[config.mk]
export PLATFORM = sky130hd
export DESIGN_NAME = iob_fifo_ptr_ctrl_flat
export DESIGN_NICKNAME = d
export VERILOG_FILES = /design/src/rtl/iob_fifo_ptr_ctrl_if.sv /design/src/rtl/iob_fifo_ptr_ctrl.sv /design/src/flat_wrapper.sv
export SDC_FILE = /design/constraint.sdc
export NUM_CORES = 1
export LEC_CHECK = 0
export CORE_ASPECT_RATIO = 1.2
export CORE_MARGIN = 10
export CORE_UTILIZATION = 53
export CTS_BUF_LIST = sky130_fd_sc_hd__clkbuf_16
export CTS_CLUSTER_DIAMETER = 50
export DETAILED_ROUTE_END_ITERATION = 12
export PLACE_DENSITY = 0.92
export SYNTH_ARGS = -nofsm -noshare
export SYNTH_HDL_FRONTEND = slang
export SYNTH_SLANG_ARGS = --single-unit
[constraint.sdc]
create_clock -name clk_i -period 6.8 [get_ports clk_i]
set_clock_uncertainty 0.2 [all_clocks]
set_input_delay 1.02 -clock clk_i [delete_from_list [all_inputs] [get_ports clk_i]]
set_output_delay 1.02 -clock clk_i [all_outputs]
set_load 0.02 [all_outputs]
[src/rtl/iob_fifo_ptr_ctrl_if.sv]
`default_nettype none
// +--------------------------------------------------------------------+
// | iob_fifo_ptr_ctrl_if                                               |
// | Request/status bundle between FIFO wrapper and pointer controller  |
// | Revision: 1.0                                                      |
// +--------------------------------------------------------------------+
interface iob_fifo_ptr_ctrl_if #(
  parameter int ADDR_W = 4
);
  logic              cke_i;
  logic              w_en_i;
  logic              r_en_i;
  logic              w_full_o;
  logic              r_empty_o;
  logic              almost_full_o;
  logic              almost_empty_o;
  logic [ADDR_W:0]   level_o;
  logic [ADDR_W-1:0] w_addr_o;
  logic [ADDR_W-1:0] r_addr_o;
  logic [ADDR_W:0]   w_ptr_gray_o;
  logic [ADDR_W:0]   r_ptr_gray_o;
  logic              w_ack_o;
  logic              r_ack_o;
  logic              overflow_o;
  logic              underflow_o;

  modport master (
    output cke_i, w_en_i, r_en_i,
    input  w_full_o, r_empty_o, almost_full_o, almost_empty_o, level_o,
           w_addr_o, r_addr_o, w_ptr_gray_o, r_ptr_gray_o,
           w_ack_o, r_ack_o, overflow_o, underflow_o
  );

  modport slave (
    input  cke_i, w_en_i, r_en_i,
    output w_full_o, r_empty_o, almost_full_o, almost_empty_o, level_o,
           w_addr_o, r_addr_o, w_ptr_gray_o, r_ptr_gray_o,
           w_ack_o, r_ack_o, overflow_o, underflow_o
  );
endinterface
`default_nettype wire

[src/rtl/iob_fifo_ptr_ctrl.sv]
`default_nettype none
// +--------------------------------------------------------------------+
// | iob_fifo_ptr_ctrl                                                  |
// | Single-clock FIFO pointer/flag controller with Gray pointer outputs|
// | Revision: 1.0                                                      |
// +--------------------------------------------------------------------+
module iob_fifo_ptr_ctrl #(
  parameter int ADDR_W           = 4,
  parameter int ALMOST_FULL_LVL  = 2**ADDR_W - 1,
  parameter int ALMOST_EMPTY_LVL = 1
) (
  input  wire logic           clk_i,
  input  wire logic           arst_n_i,
  input  wire logic           rst_i,
  iob_fifo_ptr_ctrl_if.slave  bus
);
  localparam logic [ADDR_W:0] c_af_lvl = (ADDR_W+1)'(ALMOST_FULL_LVL);
  localparam logic [ADDR_W:0] c_ae_lvl = (ADDR_W+1)'(ALMOST_EMPTY_LVL);
  localparam logic            c_af_rst = (c_af_lvl == '0);

  logic [ADDR_W:0] r_w_bin, r_r_bin, r_w_gray, r_r_gray, r_level;
  logic            r_full, r_empty, r_afull, r_aempty, r_ovf, r_udf;

  logic            w_w_ack, w_r_ack;
  logic [ADDR_W:0] w_w_bin_nxt, w_r_bin_nxt, w_w_gray_nxt, w_r_gray_nxt, w_level_nxt;
  logic            w_full_nxt;

  assign w_w_ack = bus.cke_i & bus.w_en_i & ~r_full  & ~rst_i;
  assign w_r_ack = bus.cke_i & bus.r_en_i & ~r_empty & ~rst_i;

  assign w_w_bin_nxt  = r_w_bin + {{ADDR_W{1'b0}}, w_w_ack};
  assign w_r_bin_nxt  = r_r_bin + {{ADDR_W{1'b0}}, w_r_ack};
  assign w_w_gray_nxt = w_w_bin_nxt ^ (w_w_bin_nxt >> 1);
  assign w_r_gray_nxt = w_r_bin_nxt ^ (w_r_bin_nxt >> 1);
  assign w_level_nxt  = w_w_bin_nxt - w_r_bin_nxt;

  // Full: Gray pointers differ in exactly the top two bits (all bits when ADDR_W is 1).
  generate
    if (ADDR_W == 1) begin : g_full_w1
      assign w_full_nxt = (w_w_gray_nxt == ~w_r_gray_nxt);
    end else begin : g_full_wn
      assign w_full_nxt = (w_w_gray_nxt ==
                           {~w_r_gray_nxt[ADDR_W:ADDR_W-1], w_r_gray_nxt[ADDR_W-2:0]});
    end
  endgenerate

  always_ff @(posedge clk_i or negedge arst_n_i) begin
    if (!arst_n_i) begin
      r_w_bin  <= '0;
      r_r_bin  <= '0;
      r_w_gray <= '0;
      r_r_gray <= '0;
      r_level  <= '0;
      r_full   <= 1'b0;
      r_empty  <= 1'b1;
      r_afull  <= c_af_rst;
      r_aempty <= 1'b1;
      r_ovf    <= 1'b0;
      r_udf    <= 1'b0;
    end else if (bus.cke_i) begin
      if (rst_i) begin
        r_w_bin  <= '0;
        r_r_bin  <= '0;
        r_w_gray <= '0;
        r_r_gray <= '0;
        r_level  <= '0;
        r_full   <= 1'b0;
        r_empty  <= 1'b1;
        r_afull  <= c_af_rst;
        r_aempty <= 1'b1;
        r_ovf    <= 1'b0;
        r_udf    <= 1'b0;
      end else begin
        r_w_bin  <= w_w_bin_nxt;
        r_r_bin  <= w_r_bin_nxt;
        r_w_gray <= w_w_gray_nxt;
        r_r_gray <= w_r_gray_nxt;
        r_level  <= w_level_nxt;
        r_full   <= w_full_nxt;
        r_empty  <= (w_w_gray_nxt == w_r_gray_nxt);
        r_afull  <= (w_level_nxt >= c_af_lvl);
        r_aempty <= (w_level_nxt <= c_ae_lvl);
        // Errors are sticky: a rejected request latches until a clear.
        if (bus.w_en_i && r_full)  r_ovf <= 1'b1;
        if (bus.r_en_i && r_empty) r_udf <= 1'b1;
      end
    end
  end

  assign bus.w_ack_o        = w_w_ack;
  assign bus.r_ack_o        = w_r_ack;
  assign bus.w_full_o       = r_full;
  assign bus.r_empty_o      = r_empty;
  assign bus.almost_full_o  = r_afull;
  assign bus.almost_empty_o = r_aempty;
  assign bus.level_o        = r_level;
  assign bus.w_addr_o       = r_w_bin[ADDR_W-1:0];
  assign bus.r_addr_o       = r_r_bin[ADDR_W-1:0];
  assign bus.w_ptr_gray_o   = r_w_gray;
  assign bus.r_ptr_gray_o   = r_r_gray;
  assign bus.overflow_o     = r_ovf;
  assign bus.underflow_o    = r_udf;

endmodule
`default_nettype wire

[src/flat_wrapper.sv]
// flat-port wrapper written by rule: the top's interface ports become plain ports
module iob_fifo_ptr_ctrl_flat 
#(
  parameter int ADDR_W           = 4,
  parameter int ALMOST_FULL_LVL  = 2**ADDR_W - 1,
  parameter int ALMOST_EMPTY_LVL = 1
)
  (clk_i, arst_n_i, rst_i, bus_cke_i, bus_w_en_i, bus_r_en_i, bus_w_full_o, bus_r_empty_o, bus_almost_full_o, bus_almost_empty_o, bus_level_o, bus_w_addr_o, bus_r_addr_o, bus_w_ptr_gray_o, bus_r_ptr_gray_o, bus_w_ack_o, bus_r_ack_o, bus_overflow_o, bus_underflow_o);
  iob_fifo_ptr_ctrl_if #(.ADDR_W(ADDR_W)) bus_i ();
  input  wire logic clk_i;
  input  wire logic arst_n_i;
  input  wire logic rst_i;
  input wire logic [$bits(bus_i.cke_i)-1:0] bus_cke_i;
  input wire logic [$bits(bus_i.w_en_i)-1:0] bus_w_en_i;
  input wire logic [$bits(bus_i.r_en_i)-1:0] bus_r_en_i;
  output wire logic [$bits(bus_i.w_full_o)-1:0] bus_w_full_o;
  output wire logic [$bits(bus_i.r_empty_o)-1:0] bus_r_empty_o;
  output wire logic [$bits(bus_i.almost_full_o)-1:0] bus_almost_full_o;
  output wire logic [$bits(bus_i.almost_empty_o)-1:0] bus_almost_empty_o;
  output wire logic [$bits(bus_i.level_o)-1:0] bus_level_o;
  output wire logic [$bits(bus_i.w_addr_o)-1:0] bus_w_addr_o;
  output wire logic [$bits(bus_i.r_addr_o)-1:0] bus_r_addr_o;
  output wire logic [$bits(bus_i.w_ptr_gray_o)-1:0] bus_w_ptr_gray_o;
  output wire logic [$bits(bus_i.r_ptr_gray_o)-1:0] bus_r_ptr_gray_o;
  output wire logic [$bits(bus_i.w_ack_o)-1:0] bus_w_ack_o;
  output wire logic [$bits(bus_i.r_ack_o)-1:0] bus_r_ack_o;
  output wire logic [$bits(bus_i.overflow_o)-1:0] bus_overflow_o;
  output wire logic [$bits(bus_i.underflow_o)-1:0] bus_underflow_o;
  assign bus_i.cke_i = bus_cke_i;
  assign bus_i.w_en_i = bus_w_en_i;
  assign bus_i.r_en_i = bus_r_en_i;
  assign bus_w_full_o = bus_i.w_full_o;
  assign bus_r_empty_o = bus_i.r_empty_o;
  assign bus_almost_full_o = bus_i.almost_full_o;
  assign bus_almost_empty_o = bus_i.almost_empty_o;
  assign bus_level_o = bus_i.level_o;
  assign bus_w_addr_o = bus_i.w_addr_o;
  assign bus_r_addr_o = bus_i.r_addr_o;
  assign bus_w_ptr_gray_o = bus_i.w_ptr_gray_o;
  assign bus_r_ptr_gray_o = bus_i.r_ptr_gray_o;
  assign bus_w_ack_o = bus_i.w_ack_o;
  assign bus_r_ack_o = bus_i.r_ack_o;
  assign bus_overflow_o = bus_i.overflow_o;
  assign bus_underflow_o = bus_i.underflow_o;
  iob_fifo_ptr_ctrl #(.ADDR_W(ADDR_W), .ALMOST_FULL_LVL(ALMOST_FULL_LVL), .ALMOST_EMPTY_LVL(ALMOST_EMPTY_LVL)) u_core (.clk_i(clk_i), .arst_n_i(arst_n_i), .rst_i(rst_i), .bus(bus_i));
endmodule
==> results of run 1 <==
through the flow:
step	util	worst slack [ns]
floorplan	-	2.83
global placement	0.687	1.74
detailed placement	0.687	1.54
CTS	0.736	1.70
global route	0.736	1.45
finish	0.736	1.61
layout make-up:
| cell class | instances | area (um^2) |
|---|---|---|
| Clock inverter | 3 | 12.5 |
| Sequential cell | 29 | 728 |
| Clock buffer | 5 | 125 |
| Tap cell | 34 | 42.5 |
| Inverter | 26 | 97.6 |
| Timing Repair Buffer | 37 | 368 |
| Fill cell | 179 | 743 |
| Multi-Input combinational cell | 89 | 694 |
state kept, by name, indices dropped and copies added (netlist names):
name and cells:
u_core.r_r_bin 4, u_core.bus.almost_empty_o 1, u_core.r_w_bin 4, u_core.bus.r_ptr_gray_o 5
u_core.bus.r_empty_o 1, u_core.bus.level_o 5, u_core.bus.w_full_o 1, u_core.bus.underflow_o 1
u_core.bus.w_ptr_gray_o 5, u_core.bus.almost_full_o 1, u_core.bus.overflow_o 1
cells by family (layout without fill, tap and decap cells):
logic type,count (synthesis),count (layout),synth area share
AND/OR/NAND/NOR,19,19,0.0783
adder cells (fa/ha/maj),9,9,0.0670
AO/OA/AOI/OAI,35,35,0.136
buffers and inverters,33,71,0.0823
flip-flops,29,29,0.470
multiplexers,3,3,0.0234
XOR/XNOR,23,23,0.144
final timing paths:
| check | startpoint | end | slack (ns) |
|---|---|---|---|
| max | bus_cke_i | u_core.bus.almost_full_o | 1.61 |
| max reg2reg | u_core.bus.r_empty_o | u_core.bus.almost_empty_o | 3.34 |
| min | u_core.bus.level_o[0] | u_core.bus.level_o[0] | 0.33 |
| max in group asynchronous | arst_n_i | u_core.bus.almost_empty_o | 5.17 |
| min in group asynchronous | arst_n_i | u_core.bus.w_full_o | 0.93 |
| min reg2reg | u_core.bus.level_o[0] | u_core.bus.level_o[0] | 0.33 |
metal layers:
layer | global-route usage | vias up | wire, um
met5 | 0 | - | 0
met4 | 0.0948 | 0 | 147
met3 | 0.0672 | 13 | 364
met2 | 0.262 | 56 | 2160
met1 | 0.131 | 643 | 1490
li1 | - | 586 | -
power groups by stage:
stage / combinational (W) / sequential, W / clock (W)
final: 0.0000837 / 0.000190 / 0.000206
after global routing: 0.0000900 / 0.000192 / 0.000211
after CTS: 0.0000839 / 0.000190 / 0.000205
after detailed placement: 0.0000815 / 0.000193 / 0
after global placement: 0.0000792 / 0.000192 / 0
after floorplan: 0.0000346 / 0.000204 / 0
synth_stat cells (2+ instances only):
library cell and count:
xnor2_1 16, ha_1 5, o21ai_0 8, nand2_1 6, a31oi_1 2, nand3_1 3, xor2_1 5, clkbuf_1 6
maj3_1 3, nand4b_1 2, dfstp_2 2, inv_1 26, a21oi_1 3, o22ai_1 19, dfrtp_1 27
worst max-delay path: stages:
cell and delay (ns):
clkdlybuf4s50_1 1.03, and2b_1 0.55, and3_1 0.24, ha_1 0.22, ha_1 0.23, xnor2_1 0.50
xor2_1 0.32, xor2_1 0.17, or4b_2 0.66, o221ai_1 0.20
==> impl_metrics.ini, run 1 <==
[synth]
synth-seq-cells = 29
ys_dominant_reg_cell = dfrtp_1
yosys-top-cells-area = dfrtp_1, xnor2_1, o22ai_1
synth_seq_area_share = 0.470
yosys.cell_types.count = 33
synth_edf_count = 0
synthDominantAreaCellType = dfrtp_1
synth.net_count = 162
async_flop_share = 1.00
yosysWarnings = 0
synth_cells = 151
synthesis.area_um2 = 1550
post-synth-top-area-fraction = 0.436
syn_avg_cell_area_um2 = 10.3

[sta]
hold_violations = 0
number_of_pins_with_negative_max_slew_slack_in_the_final_report = 0
max_freq_mhz = 193
timing.hold.ws_ns = 0.325
slew_headroom = 0.205
rsz0062_at_grt = false
min_period_ns = 5.19
timing.setup.tns_ns = 0
post-route-period-util = 0.763
setup-violations-final = 0
worst_pin_slew_ns = 1.19

[power]
p_leak_nw = 0.857
seq_power_share = 0.396
clockPowerShare = 0.430
comb_power_share = 0.174
vdd_drop_max_uv = 244
power_report.internal_total_w = 0.000353
power.share.switching = 0.265
power_density_nw_per_um2 = 232
p_switching_w = 0.000127
power.total_w = 0.000480

[finish]
postLayoutCellArea_um2 = 2070
layout_commonest_cell = clkdlybuf4s50_1
share_of_post_route_cells_with_drive_strength_above_1 = 0.0899
layout_common_cells = clkdlybuf4s50_1, dfrtp_1, inv_1
area_growth_pct = 33.4
n_antenna_cell = 0
number_of_non_filler_instances_in_the_completed_layout = 223
final_nets = 199

[clock_tree]
clk-insertion-delay-late_ns = 0.28
cts_made_buffers = 5
cts_repair_resize_count = 0
tritoncts_clock_tree = built
postCtsSetupRepairBufs = 0
post_cts_hold_buffer_count = 0
tritoncts_num_sinks = 29
cts.clk_slew.worst_paths_ns = 0.05
clock_tree_root = clkbuf_16
h-tree-depth = 2
clockBufferDepth = 2

[route]
remaining_drc_errors = 0
drt-wirelength-per-cell_um = 18.7
routed-via-count = 1298
post_route_antenna_net_violation_count = 0
drt-initial-drc-count = 54
detail_route.vias_per_cell = 5.82
totalWireLength_um = 4160
drt_first_pass_iters = 5

[floorplanning]
die-height_um = 79.2
die_area_um2 = 5500
core_area_um2 = 2810
floorplan.rows = 21
die_w_um = 69.4
floorplan.io_pins = 37
initial_core_util = 0.551

[place]
gp_congestion = 0.853
post-dp-hpwl_um = 2880
place_area_um2 = 1930
portBuffers = 36
post-place-cells = 215

[setup_path]
cp_data_arrival_time_ns = 5.16
critical_path_fanout_max = 35
endpoint_kind = register
rr_worst_depth = 10
critical_path.startpoint_type = input port
crit_required_ns = 6.77
criticalPathCategory = in2reg

[hold_path]
hold_path_depth = 2
hold_path.class = reg2reg

[grt]
grt_start_max_net_pins = 36
number_of_global_route_vias_before_repair = 1438
grt_overflow_total = 0
gr_util_all_layers = 0.146
antenna_found_initial = 0
grt_pass1_wl_um = 6640

[status]
status = completed

[job]
number_of_max_cap_violations = 0
(Power assumes the default switching activity.)
==> run 2: changes to the inputs <==
Settings changed: CORE_UTILIZATION 53 to 49, PLACE_DENSITY 0.92 to 0.87.
Clock period 6.8 ns to 5.3 ns, I/O delays scaled along.
==> run 2 against run 1 <==
Against the previous run:
- die area increased by 5.9%
- critical endpoint is now u_core.bus.almost_empty_o
- clock power increased by 24%
- highest routed layer unchanged
- global-route usage decreased by 0.21 points
- worst setup slack got worse by 0.51 ns
- design area increased by 0.42%
==> impl_metrics.ini, run 2 (synthesized netlist as in run 1, its figures left out) <==
[setup_path]
cp_data_arrival_time_ns = 4.19
critical_path.startpoint_type = input port
criticalPathCategory = in2reg
critical_path_fanout_max = 9
endpoint_kind = register
cp_common_cell = ha_1
crit_required_ns = 5.29
crit_chain = clkdlybuf4s50_1 > and2b_1 > and3_1 > ha_1 > ha_1 > xnor2_1 > ha_1 > a21oi_1 > maj3_1 > maj3_2 > mux2_4 > a21boi_1
crit_slowest_cell = clkdlybuf4s50_1
max_stage_delay_ns = 0.63

[finish]
share_of_post_route_cells_with_drive_strength_above_1 = 0.0895
final_nets = 200
layout_common_cells = clkdlybuf4s50_1, inv_1, dfrtp_1
area_growth_pct = 34.0
num-fill-cells = 230
final-seq-area_um2 = 728
n_antenna_cell = 0
area_of_the_multi_input_gates_um2 = 694
layout_commonest_cell = clkdlybuf4s50_1

[sta]
max_freq_mhz = 238
hold_violations = 0
number_of_pins_with_negative_max_slew_slack_in_the_final_report = 0
min_period_ns = 4.20
worst_pin_slew_ns = 0.735
finalWorstSetupSlack_ns = 1.10
post-route-period-util = 0.792
timing.setup.tns_ns = 0
setup-violations-final = 0
rsz0062_at_grt = false
slew_headroom = 0.510

[clock_tree]
cts_repair_resize_count = 0
cts_made_buffers = 5
h-tree-depth = 2
clock_tree_root = clkbuf_16
clk-insertion-delay-late_ns = 0.27
cts.clk_slew.worst_paths_ns = 0.05
clockBufferDepth = 2
tritoncts_num_sinks = 29
post_cts_hold_buffer_count = 0
postCtsSetupRepairBufs = 0
tritoncts_clock_tree = built

[floorplanning]
core_area_um2 = 3060
die_w_um = 71.3
die_area_um2 = 5820
initial_core_util = 0.507
die-height_um = 81.6
floorplan.rows = 22
floorplan.io_pins = 37

[job]
number_of_max_cap_violations = 0

[route]
drt_first_pass_iters = 4
remaining_drc_errors = 0
routed-via-count = 1258
post_route_antenna_net_violation_count = 0
drt-wirelength-per-cell_um = 17.0
totalWireLength_um = 3830
detail_route.vias_per_cell = 5.57
drt-initial-drc-count = 34

[grt]
grt_start_max_net_pins = 30
number_of_global_route_vias_before_repair = 1387
grt_pass1_wl_um = 6710
gr_util_all_layers = 0.144
antenna_found_initial = 0
grt_overflow_total = 0

[place]
portBuffers = 36
gp_congestion = 0.895
pre_cts_ws_ns = 0.903
post-dp-hpwl_um = 2790

[status]
status = completed

[power]
vdd_drop_max_uv = 289
p_leak_nw = 0.871
power_density_nw_per_um2 = 293
power.total_w = 0.000608

[hold_path]
hold_path.class = reg2reg
## run 2: changes by cell type in the layout (fill, tap and decap cells not counted)
cell,change
clkinv_1,-2
inv_1,+3
clkinv_2,-1
buf_4,+1
## run 2: per-layer routing
metal  routed length (um)  share of wire  GRT usage
met1                 1430           0.37      0.137
met3                  322          0.084     0.0724
met5                    0              0          0
met4                  125          0.033     0.0833
met2                 1950           0.51      0.249
## run 2: worst paths after layout
path,slack (ns),cells past startpoint,to,startpoint
worst max-delay path,1.10,12,u_core.bus.almost_empty_o,rst_i
worst min-delay path,0.32,2,u_core.bus.w_ptr_gray_o[3],u_core.bus.w_ptr_gray_o[3]
worst max register to register,1.94,10,u_core.bus.almost_empty_o,u_core.bus.r_empty_o
worst min register to register,0.32,2,u_core.bus.w_ptr_gray_o[3],u_core.bus.w_ptr_gray_o[3]
max in group asynchronous,3.89,2,u_core.bus.almost_empty_o,arst_n_i
min in group asynchronous,0.70,2,u_core.bus.overflow_o,arst_n_i
## run 2: final cells by class
class	instances	area share
timing repair buffer	38	0.181
clock inverter	3	0.00542
clock buffer	5	0.0602
inverter	26	0.0470
multi-input combinational	89	0.334
tap	36	0.0217
sequential	29	0.351
## run 2: where the power goes
| part | switching, W | internal [W] | total (W) | leakage, nW |
|---|---|---|---|---|
| clock network | 0.0000886 | 0.000168 | 0.000256 | 0.0776 |
| registers | 0.00000855 | 0.000236 | 0.000245 | 0.394 |
| logic | 0.0000580 | 0.0000487 | 0.000107 | 0.399 |
## run 2: per-stage QoR
| step | std cells | util | hold slack, ns | instance area (um^2) |
|---|---|---|---|---|
| after floorplan | 151 | - | 0.299 | 1550 |
| after global placement | 218 | 0.635 | 0.317 | 1940 |
| after detailed placement | 218 | 0.635 | 0.324 | 1940 |
| after CTS | 226 | 0.680 | 0.331 | 2080 |
| after global routing | 226 | 0.680 | 0.353 | 2080 |
| final | 226 | 0.680 | 0.325 | 2080 |
## run 2: critical path, delay by kind of cell
family                     cells  cell delay [ns]
muxes                          1             0.32
AOI/OAI and AO/OA              2             0.20
xor gates and xnor gates       1             0.22
and+or+nand+nor                2             0.52
buffers and inverters          1             0.63
adders and majority gates      5             1.51
